### src/rtl/axi_mem_pkg.sv
// Shared encodings and constants for the AXI-Lite memory slave.
package axi_mem_pkg;

  localparam int unsigned DEFAULT_DEPTH = 16;
  localparam logic [31:0] ERR_DATA      = 32'hDEAD_BEEF;

  typedef enum logic {
    R_IDLE,
    R_DATA
  } rd_state_e;

  typedef enum logic [1:0] {
    W_ADDR,
    W_DATA,
    W_RESP
  } wr_state_e;

endpackage

### src/rtl/mem_slave_ram.sv
// DEPTH x 32 storage: one synchronous write port, one registered read port,
// whole array and read register cleared by the asynchronous reset.
module mem_slave_ram #(
  parameter int unsigned DEPTH = 16,
  parameter int unsigned AW    = $clog2(DEPTH)
) (
  input  logic          i_clk,
  input  logic          i_rst,
  input  logic          i_we,
  input  logic [AW-1:0] i_waddr,
  input  logic [31:0]   i_wdata,
  input  logic          i_re,
  input  logic [AW-1:0] i_raddr,
  output logic [31:0]   o_rdata
);

  logic [31:0] r_mem [DEPTH];
  logic [31:0] r_rdata;

  always_ff @(posedge i_clk or posedge i_rst) begin
    if (i_rst) begin
      for (int unsigned i = 0; i < DEPTH; i++) r_mem[i] <= '0;
    end else if (i_we) begin
      r_mem[i_waddr] <= i_wdata;
    end
  end

  // Read register only loads on a capture, so the value holds for the whole beat.
  always_ff @(posedge i_clk or posedge i_rst) begin
    if (i_rst)     r_rdata <= '0;
    else if (i_re) r_rdata <= r_mem[i_raddr];
  end

  assign o_rdata = r_rdata;

endmodule

### src/rtl/axi_lite_mem_slave.sv
// AXI-Lite word-addressed memory slave with independent read and write FSMs.
// Define ADDR_CHECK_EN to flag out-of-range addresses instead of aliasing them.
module axi_lite_mem_slave
  import axi_mem_pkg::*;
#(
  parameter int unsigned DEPTH = DEFAULT_DEPTH
) (
  input  logic        clk,
  input  logic        reset,
  input  logic        ARVALID,
  input  logic [31:0] ARADDR,
  output logic        ARREADY,
  output logic        RVALID,
  output logic [31:0] RDATA,
  input  logic        RREADY,
  input  logic        AWVALID,
  input  logic [31:0] AWADDR,
  output logic        AWREADY,
  input  logic        WVALID,
  input  logic [31:0] WDATA,
  output logic        WREADY,
  output logic        BVALID,
  input  logic        BREADY,
  output logic [7:0]  rd_count,
  output logic [7:0]  wr_count,
  output logic        addr_err
);

  localparam int unsigned AW = $clog2(DEPTH);

  rd_state_e     r_rd_state, w_rd_next;
  wr_state_e     r_wr_state, w_wr_next;
  logic [AW-1:0] r_wr_idx;
  logic [7:0]    r_rd_cnt, r_wr_cnt;
  logic [31:0]   w_ram_rdata;
  logic          w_ar_hs, w_r_hs, w_aw_hs, w_w_hs, w_b_hs, w_we;
  logic          w_unused_addr;

  assign w_ar_hs = ARVALID && ARREADY;
  assign w_r_hs  = RVALID  && RREADY;
  assign w_aw_hs = AWVALID && AWREADY;
  assign w_w_hs  = WVALID  && WREADY;
  assign w_b_hs  = BVALID  && BREADY;
  assign w_unused_addr = ^{ARADDR, AWADDR};

  always_ff @(posedge clk or posedge reset) begin
    if (reset) begin
      r_rd_state <= R_IDLE;
      r_wr_state <= W_ADDR;
    end else begin
      r_rd_state <= w_rd_next;
      r_wr_state <= w_wr_next;
    end
  end

  always_comb begin
    w_rd_next = r_rd_state;
    ARREADY   = 1'b0;
    RVALID    = 1'b0;
    case (r_rd_state)
      R_IDLE: begin
        ARREADY = 1'b1;
        if (ARVALID) w_rd_next = R_DATA;
      end
      R_DATA: begin
        RVALID = 1'b1;
        if (RREADY) w_rd_next = R_IDLE;
      end
      default: w_rd_next = R_IDLE;
    endcase
  end

  always_comb begin
    w_wr_next = r_wr_state;
    AWREADY   = 1'b0;
    WREADY    = 1'b0;
    BVALID    = 1'b0;
    case (r_wr_state)
      W_ADDR: begin
        AWREADY = 1'b1;
        if (AWVALID) w_wr_next = W_DATA;
      end
      W_DATA: begin
        WREADY = 1'b1;
        if (WVALID) w_wr_next = W_RESP;
      end
      W_RESP: begin
        BVALID = 1'b1;
        if (BREADY) w_wr_next = W_ADDR;
      end
      default: w_wr_next = W_ADDR;
    endcase
  end

  always_ff @(posedge clk or posedge reset) begin
    if (reset) begin
      r_wr_idx <= '0;
      r_rd_cnt <= '0;
      r_wr_cnt <= '0;
    end else begin
      if (w_aw_hs) r_wr_idx <= AWADDR[AW+1:2];
      if (w_r_hs)  r_rd_cnt <= r_rd_cnt + 8'd1;
      if (w_b_hs)  r_wr_cnt <= r_wr_cnt + 8'd1;
    end
  end

  assign rd_count = r_rd_cnt;
  assign wr_count = r_wr_cnt;

`ifdef ADDR_CHECK_EN
  logic w_ar_err, w_aw_err;
  logic r_rd_err, r_wr_err, r_addr_err;

  assign w_ar_err = |ARADDR[31:AW+2];
  assign w_aw_err = |AWADDR[31:AW+2];

  // Error status is captured alongside the address so it tracks the beat it belongs to.
  always_ff @(posedge clk or posedge reset) begin
    if (reset) begin
      r_rd_err   <= 1'b0;
      r_wr_err   <= 1'b0;
      r_addr_err <= 1'b0;
    end else begin
      if (w_ar_hs) r_rd_err <= w_ar_err;
      if (w_aw_hs) r_wr_err <= w_aw_err;
      if ((w_ar_hs && w_ar_err) || (w_aw_hs && w_aw_err)) r_addr_err <= 1'b1;
    end
  end

  assign w_we     = w_w_hs && !r_wr_err;
  assign RDATA    = r_rd_err ? ERR_DATA : w_ram_rdata;
  assign addr_err = r_addr_err;
`else
  assign w_we     = w_w_hs;
  assign RDATA    = w_ram_rdata;
  assign addr_err = 1'b0;
`endif

  mem_slave_ram #(
    .DEPTH(DEPTH),
    .AW   (AW)
  ) u_ram (
    .i_clk  (clk),
    .i_rst  (reset),
    .i_we   (w_we),
    .i_waddr(r_wr_idx),
    .i_wdata(WDATA),
    .i_re   (w_ar_hs),
    .i_raddr(ARADDR[AW+1:2]),
    .o_rdata(w_ram_rdata)
  );

endmodule
### config.mk
export PLATFORM = sky130hd
export DESIGN_NAME = axi_lite_mem_slave
export DESIGN_NICKNAME = d
export VERILOG_FILES = /design/src/rtl/axi_mem_pkg.sv /design/src/rtl/mem_slave_ram.sv /design/src/rtl/axi_lite_mem_slave.sv
export SDC_FILE = /design/constraint.sdc
export NUM_CORES = 1
export LEC_CHECK = 0
export ABC_AREA = 0
export CORE_ASPECT_RATIO = 1.4
export CORE_UTILIZATION = 25
export DETAILED_ROUTE_END_ITERATION = 8
export GPL_TIMING_DRIVEN = 1
export PLACE_DENSITY_LB_ADDON = 0.3
export SYNTH_ARGS = -nofsm -noshare
export SYNTH_HDL_FRONTEND = slang
export SYNTH_SLANG_ARGS = --single-unit
### constraint.sdc
create_clock -name clk -period 33.8 [get_ports clk]
set_clock_uncertainty 0.05 [all_clocks]
set_input_delay 6.76 -clock clk [delete_from_list [all_inputs] [get_ports clk]]
set_output_delay 6.76 -clock clk [all_outputs]
set_load 0.01 [all_outputs]
==> results of run 1 <==
power groups by stage:
stage | Clock (mW) | Sequential [mW] | Combinational, mW
floorplan | 0 | 1.03 | 0.361
global placement | 0 | 1.04 | 0.474
detailed placement | 0 | 1.06 | 0.492
CTS | 0.763 | 1.05 | 0.494
global route | 0.791 | 1.08 | 0.534
finish | 0.738 | 1.05 | 0.483
flip-flops by register name (all words and copies together) (netlist names):
signal	cells
wr_count	8
r_wr_idx	4
u_ram.o_rdata	32
u_ram.r_mem	512
rd_count	8
r_wr_state	2
r_rd_state	1
worst max-delay path by stage:
stage,endpoint,slack [ns],cells past startpoint
after floorplan,r_rd_state$_DFF_PP0_,11.13,1
after global placement,u_ram.r_mem[424]$_DFFE_PP0P_,22.96,5
after detailed placement,u_ram.r_mem[424]$_DFFE_PP0P_,22.77,5
after CTS,u_ram.r_mem[424]$_DFFE_PP0P_,23.46,5
after global routing,u_ram.o_rdata[2]$_DFFE_PP0P_,22.96,5
final,u_ram.r_mem[390]$_DFFE_PP0P_,23.63,5
metrics by stage:
step / hold slack, ns / area (um2)
5_1_grt: 0.4359 / 30010
2_1_floorplan: 0.4074 / 25470
6_report: 0.4214 / 30010
4_1_cts: 0.4270 / 30010
3_5_place_dp: 0.4144 / 27750
3_3_place_gp: 0.4108 / 27750
kinds of logic (layout without fill, tap and decap cells):
| family | count (synthesis) | in the layout | synth area share (%) |
|---|---|---|---|
| multiplexers | 775 | 775 | 33.00 |
| other | 1 | 2 | 0.01472 |
| buffers and inverters | 153 | 250 | 2.908 |
| XOR/XNOR | 14 | 14 | 0.4813 |
| flip-flops | 567 | 567 | 55.70 |
| adder cells (fa/ha/maj) | 2 | 2 | 0.09822 |
| AND/OR/NAND/NOR | 241 | 241 | 4.720 |
| AO/OA/AOI/OAI | 109 | 109 | 3.084 |
cell usage in the layout (no fill, tap or decap), types with 2 or more instances in the layout:
| cell type | instances |
|---|---|
| sky130_fd_sc_hd__xor2_1 | 5 |
| sky130_fd_sc_hd__nand3_1 | 82 |
| sky130_fd_sc_hd__clkdlybuf4s50_1 | 98 |
| sky130_fd_sc_hd__ha_1 | 2 |
| sky130_fd_sc_hd__buf_4 | 32 |
| sky130_fd_sc_hd__a21oi_1 | 11 |
| sky130_fd_sc_hd__nand3b_1 | 2 |
| sky130_fd_sc_hd__and3_1 | 3 |
| sky130_fd_sc_hd__nand2b_1 | 3 |
| sky130_fd_sc_hd__nor2b_1 | 3 |
| sky130_fd_sc_hd__o21ai_0 | 2 |
| sky130_fd_sc_hd__nand3_2 | 2 |
| sky130_fd_sc_hd__a22oi_1 | 96 |
| sky130_fd_sc_hd__and4_1 | 2 |
| sky130_fd_sc_hd__mux2_1 | 21 |
| sky130_fd_sc_hd__nor2_1 | 5 |
| sky130_fd_sc_hd__bufinv_16 | 10 |
| sky130_fd_sc_hd__inv_8 | 2 |
| sky130_fd_sc_hd__nand4_1 | 21 |
| sky130_fd_sc_hd__clkinvlp_4 | 4 |
| sky130_fd_sc_hd__xnor2_1 | 9 |
| sky130_fd_sc_hd__inv_6 | 6 |
| sky130_fd_sc_hd__mux2i_1 | 257 |
| sky130_fd_sc_hd__nand2_2 | 6 |
| sky130_fd_sc_hd__clkbuf_16 | 63 |
| sky130_fd_sc_hd__clkinv_2 | 10 |
| sky130_fd_sc_hd__clkbuf_8 | 16 |
| sky130_fd_sc_hd__mux2_2 | 497 |
| sky130_fd_sc_hd__nor2_4 | 8 |
| sky130_fd_sc_hd__clkbuf_1 | 3 |
| sky130_fd_sc_hd__dfrtp_1 | 567 |
| sky130_fd_sc_hd__inv_1 | 3 |
| sky130_fd_sc_hd__nor2b_4 | 2 |
| sky130_fd_sc_hd__nor3_4 | 2 |
| sky130_fd_sc_hd__nand2_1 | 91 |
layout make-up:
cell class | instances | share of cell area, %
Tap cell | 1330 | 5.544
Multi-Input combinational cell | 1142 | 35.38
Clock buffer | 82 | 6.024
Clock inverter | 32 | 1.509
Inverter | 4 | 0.07504
Timing Repair Buffer | 132 | 4.185
Sequential cell | 567 | 47.27
Antenna cell | 1 | 0.008337
layer usage:
layer / routed length, um / global-route usage, %
met5: 32 / 0
met4: 1822 / 4.349
met3: 2606 / 2.477
met2: 33880 / 22.68
met1: 29550 / 16.63
worst max-delay path, delay by kind of cell:
kind | cells | cell delay, ns
buffers and inverters | 5 | 3.72
==> load_flow_metrics.sql, run 1 <==
INSERT INTO impl_metrics (metric_group, metric, value, unit) VALUES
('run_status', 'outcome', 'finished clean', ''),
('pwr', 'power_density_cells', '75.55', 'nW/um2'),
('logic_synthesis', 'post_synth_instance_area', '25470', 'um2'),
('pwr', 'pwr-share-seq', '46.1', '%'),
('sta', 'fin_crit_sh', '30.10', '%'),
('pwr', 'p_leak', '13.95', 'nW'),
('setup_path', 'worst_ep_arrival_time', '10.71', 'ns'),
('pwr', 'largest_vdd_supply_drop', '0.03597', 'mV'),
('place', 'detailedPlace.worstSlack', '22.77', 'ns'),
('setup_path', 'reg2reg_from', 'r_wr_state[1]$_DFFE_PP0P_', ''),
('clocking', 'cts.hold.buffers_added', '0', ''),
('setup_path', 'worst-path-max-fanout', '135', ''),
('sta', 'tightestPinTransition', '1.088', 'ns'),
('clocking', 'root_buffer_master', 'sky130_fd_sc_hd__clkbuf_16', ''),
('pwr', 'pwr-share-clk', '32.6', '%'),
('worst_hold_path', 'worst_hold_path.endpoint', 'rd_count[7]$_DFFE_PP0P_', ''),
('logic_synthesis', 'ys_ff_latch', '567', ''),
('sta', 'rsz0062_at_grt', 'false', ''),
('setup_path', 'slowest_delay', '0.96', 'ns'),
('global_route', 'overflow', '0', ''),
('logic_synthesis', 'number_of_cells_produced_by_synthesis', '1862', ''),
('setup_path', 'setup.worst_path.end_class', 'async pin', ''),
('setup_path', 'worstReg2RegEnd', 'u_ram.r_mem[332]$_DFFE_PP0P_', ''),
('drt', 'wl', '67890', 'um'),
('logic_synthesis', 'synth_most_common_cell', 'sky130_fd_sc_hd__dfrtp_1', ''),
('setup_path', 'worst-setup-path-type', 'in -> async', ''),
('logic_synthesis', 'synth-async-reset-ratio', '100.0', '%'),
('setup_path', 'ff2ff_path_depth', '5', ''),
('floorplan', 'die_width', '271.8', 'um'),
('worst_hold_path', 'hold_class', 'reg -> reg', ''),
('drt', 'drtIter0Drc', '702', ''),
('clocking', 'cts-buffers-inserted', '61', ''),
('floorplan', 'row_count', '138', ''),
('drt', 'detailedRoute.firstPassIterationCount', '4', ''),
('logic_synthesis', 'ys_warn_count', '0', ''),
('layout', 'layout-drive-gt1-share', '34.10', '%'),
('drt', 'route.detailed.wl_per_inst', '20.63', 'um'),
('logic_synthesis', 'yosys.cell_types.count', '36', ''),
('floorplan', 'fp.dieArea', '103200', 'um2'),
('pwr', 'cellInternalPower', '1.654', 'mW'),
('worst_hold_path', 'worstHoldStart', 'rd_count[7]$_DFFE_PP0P_', ''),
('worst_hold_path', 'worstHoldPathCells', '1', ''),
('floorplan', 'fp.coreArea', '101000', 'um2'),
('sta', 'report.final.setup_viol', '0', ''),
('drt', 'antenna_violating_nets_post_route', '0', ''),
('floorplan', 'ioPinCount', '157', ''),
('logic_synthesis', 'synth_edf_count', '0', ''),
('pwr', 'swShare', '27.06', '%'),
('layout', 'layout.cells.non_filler', '3290', ''),
('clocking', 'post-cts-setup-buffer-count', '0', ''),
('sta', 'maxSlewViolCount', '0', ''),
('place', 'placement.io_buffers', '99', ''),
('sta', 'timing_hold_violations_final', '0', ''),
('logic_synthesis', 'syn_avg_cell_area', '13.68', 'um2'),
('drt', 'vias', '15260', ''),
('layout', 'final_core_util', '29.71', '%'),
('layout', 'flow.area_growth_from_synthesis', '17.82', '%'),
('sta', 'timing.final.ws_setup', '23.63', 'ns'),
('clocking', 'ctsLongestPathBuffers', '3', ''),
('floorplan', 'dieHeight', '379.7', 'um'),
('clocking', 'cts.reportedPaths.clkPinSlew', '0.06', 'ns'),
('drt', 'post-route-drc-count', '0', ''),
('setup_path', 'critical_path_required_time', '34.34', 'ns'),
('setup_path', 'critical_path.cell_chain', 'clkdlybuf4s50_1 -> inv_8 -> buf_4 -> buf_4 -> buf_4', ''),
('place', 'detailed_place_hpwl', '37020', 'um'),
('sta', 'max_freq', '98.31', 'MHz'),
('clocking', 'htreeDepth', '2', ''),
('global_route', 'antenna_found_initial', '6', ''),
('pwr', 'p_switching', '0.6136', 'mW'),
('setup_path', 'timing.critical_path.slowest_stage_cell', 'sky130_fd_sc_hd__buf_4', ''),
('logic_synthesis', 'synth.area.top_cells', 'sky130_fd_sc_hd__dfrtp_1 56%, sky130_fd_sc_hd__mux2_2 22%, sky130_fd_sc_hd__mux2i_1 10%', '');
No activity file was read; power rests on OpenSTA's default activity.
==> run 2: changes to the inputs <==
- clock period: 33.8 -> 10.4 ns (I/O delays scaled with it)
==> run 2 against run 1 <==
Compared with the run above:
- worst setup slack got worse by 18 ns
- global-route usage increased by 0.14 points
- via count increased by 1.2%
- die area unchanged
- sequential share of layout area increased by 0.097 points
- final area decreased by 0.20%
- sequential cell count unchanged
- count of clock-buffer cells in the layout increased by 10
- utilization decreased by 0.061 points
- wire length increased by 0.74%
- register-to-register slack got worse by 23 ns
- non-clock buffer count decreased by 1
- largest cell class unchanged
==> load_flow_metrics.sql, run 2 (synthesized netlist as in run 1, its figures left out) <==
INSERT INTO impl_metrics (metric_group, metric, value, unit) VALUES
('pwr', 'largest_vdd_supply_drop', '0.09532', 'mV'),
('sta', 'report.final.setup_viol', '0', ''),
('setup_path', 'reg2reg_from', 'r_wr_state[1]$_DFFE_PP0P_', ''),
('global_route', 'globalRouteTotalUtil', '13.38', '%'),
('drt', 'viasPerCell', '4.693', ''),
('clocking', 'cts-buffers-inserted', '66', ''),
('setup_path', 'critical_path_required_time', '10.84', 'ns'),
('global_route', 'largest_net_degree_at_the_start_of_global_routing', '178', ''),
('layout', 'largest_register_ff_count', '512', ''),
('setup_path', 'worst_ep_arrival_time', '4.88', 'ns'),
('setup_path', 'ff2ff_path_depth', '5', ''),
('setup_path', 'setup.worst_path.end_class', 'flip-flop', ''),
('global_route', 'first_global_vias', '16900', ''),
('setup_path', 'timing.critical_path.from_type', 'input port', ''),
('drt', 'post-route-drc-count', '0', ''),
('place', 'finalWeightedCongestion', '0.6936', ''),
('floorplan', 'row_count', '138', ''),
('layout', 'antennaDiodeCount', '0', ''),
('floorplan', 'initial_util', '25.22', '%'),
('floorplan', 'ioPinCount', '157', ''),
('run', 'max-cap-violations', '0', ''),
('clocking', 'root_buffer_master', 'sky130_fd_sc_hd__clkbuf_16', ''),
('pwr', 'power_density_cells', '244.2', 'nW/um2'),
('layout', 'most-common-layout-cells', '567 x sky130_fd_sc_hd__dfrtp_1, 497 x sky130_fd_sc_hd__mux2_2, 257 x sky130_fd_sc_hd__mux2i_1', ''),
('floorplan', 'fp.dieArea', '103200', 'um2'),
('setup_path', 'worst-setup-path-type', 'in -> reg', ''),
('place', 'detailed_place_hpwl', '36770', 'um'),
('drt', 'antenna_violating_nets_post_route', '0', ''),
('pwr', 'totalPowerFinal', '7.313', 'mW'),
('layout', 'nNetsFinal', '2017', ''),
('setup_path', 'startpoint', 'ARADDR[2]', ''),
('clocking', 'post-cts-setup-buffer-count', '0', ''),
('layout', 'reg_with_most_ffs', 'u_ram.r_mem', ''),
('clocking', 'cts.hold.buffers_added', '0', ''),
('clocking', 'cts_tree', 'built', ''),
('run_status', 'outcome', 'finished clean', ''),
('drt', 'wl', '68390', 'um'),
('global_route', 'overflow', '0', ''),
('sta', 'min_period', '4.446', 'ns'),
('sta', 'fin_setup_tns', '0', 'ns'),
('sta', 'fin_crit_sh', '42.75', '%'),
('global_route', 'antenna_found_initial', '4', ''),
('sta', 'rsz0062_at_grt', 'false', ''),
('sta', 'max_freq', '224.9', 'MHz'),
('layout', 'flow.area_growth_from_synthesis', '17.58', '%'),
('clocking', 'cts.sink_count', '567', ''),
('setup_path', 'worstReg2RegEnd', 'u_ram.r_mem[475]$_DFFE_PP0P_', ''),
('worst_hold_path', 'worst_hold_path.endpoint', 'rd_count[7]$_DFFE_PP0P_', ''),
('setup_path', 'r2r_setup_slack', '7.78', 'ns'),
('floorplan', 'fp.coreArea', '101000', 'um2'),
('clocking', 'ctsLongestPathBuffers', '3', ''),
('clocking', 'cts-resized-gates', '0', ''),
('worst_hold_path', 'hold_class', 'reg -> reg', ''),
('pwr', 'p_leak', '13.90', 'nW'),
('global_route', 'grt_pass1_wl', '105100', 'um'),
('sta', 'tightestPinTransition', '1.158', 'ns'),
('place', 'placement.io_buffers', '99', ''),
('worst_hold_path', 'worstHoldStart', 'rd_count[7]$_DFFE_PP0P_', ''),
('layout', 'layout_commonest_cell', 'sky130_fd_sc_hd__dfrtp_1', ''),
('sta', 'timing.slew.headroom', '22.78', '%'),
('clocking', 'htreeDepth', '3', ''),
('layout', 'final_core_util', '29.65', '%'),
('setup_path', 'worst-path-max-fanout', '38', ''),
('worst_hold_path', 'worstHoldPathCells', '1', ''),
('drt', 'vias', '15450', ''),
('sta', 'timing_hold_violations_final', '0', ''),
('drt', 'detailedRoute.firstPassIterationCount', '5', ''),
('drt', 'drtIter0Drc', '750', ''),
('place', 'dpl.cell_count', '3174', ''),
('sta', 'maxSlewViolCount', '0', ''),
('clocking', 'cts.reportedPaths.clkPinSlew', '0.06', 'ns'),
('floorplan', 'dieHeight', '379.7', 'um'),
('layout', 'layout.cells.non_filler', '3292', ''),
('clocking', 'clk-insertion-delay-late', '0.61', 'ns'),
('drt', 'route.detailed.wl_per_inst', '20.77', 'um'),
('floorplan', 'die_width', '271.8', 'um'),
('layout', 'layout-drive-gt1-share', '33.64', '%');
-- run 2: cell count changes in the layout (fill, tap and decap cells not counted), moves of 2 or more --
cell,before,now
sky130_fd_sc_hd__clkbuf_16,63,67
sky130_fd_sc_hd__buf_4,32,29
sky130_fd_sc_hd__buf_12,1,3
sky130_fd_sc_hd__clkbuf_8,16,11
sky130_fd_sc_hd__bufinv_16,10,5
sky130_fd_sc_hd__clkinv_8,0,2
sky130_fd_sc_hd__clkbuf_1,3,14
sky130_fd_sc_hd__inv_8,2,0
-- run 2: how the worst max path moves through the flow --
stage                                   endpoint  slack, ns  depth (start not counted)
global placement    u_ram.o_rdata[4]$_DFFE_PP0P_       5.33                          6
finish              u_ram.o_rdata[8]$_DFFE_PP0P_       5.95                          6
CTS                 u_ram.o_rdata[4]$_DFFE_PP0P_       5.97                          6
detailed placement  u_ram.o_rdata[4]$_DFFE_PP0P_       5.31                          6
global route        u_ram.o_rdata[8]$_DFFE_PP0P_       5.86                          6
floorplan                   r_rd_state$_DFF_PP0_       0.55                          1
-- run 2: critical path, stage by stage --
cell	delay (ns)
sky130_fd_sc_hd__clkdlybuf4s50_1	0.61
sky130_fd_sc_hd__nor2b_4	0.95
sky130_fd_sc_hd__buf_4	0.71
sky130_fd_sc_hd__a22oi_1	0.23
sky130_fd_sc_hd__nand3_1	0.18
sky130_fd_sc_hd__nand3_1	0.09
-- run 2: layout make-up --
class	count	area, um2
fillers	10120	71060
repair buffers	131	1274
well taps	1330	1664
clock buffers	92	1881
clock inverters	26	307.8
multi-input cells	1142	10620
flip-flops and latches	567	14190
inverters	4	18.77
-- run 2: metal layers --
metal	routed length (um)	vias to the layer above	GRT usage, %	part of all wire (%)
met3	2863	111	2.363	4.2
met4	1753	6	5.056	2.6
met1	30120	8244	16.93	44
met5	41	-	0	0.060
met2	33610	265	22.57	49
li1	-	6823	-	-
-- run 2: through the flow --
stage | hold WS, ns | instance area (um2) | worst slack [ns]
final | 0.4220 | 29950 | 5.954
after global routing | 0.4474 | 29950 | 5.857
after CTS | 0.4288 | 29950 | 5.966
after detailed placement | 0.4162 | 27760 | 5.314
after global placement | 0.4153 | 27760 | 5.327
after floorplan | 0.4074 | 25480 | 0.5484
-- run 2: power by group --
| group | leakage [nW] | switching, mW | total (mW) | internal [mW] |
|---|---|---|---|---|
| Clock | 1.07 | 0.939 | 2.34 | 1.40 |
| Sequential | 7.44 | 0.424 | 3.41 | 2.98 |
| Combinational | 5.39 | 0.647 | 1.57 | 0.926 |
| Total | 13.9 | 2.01 | 7.31 | 5.30 |
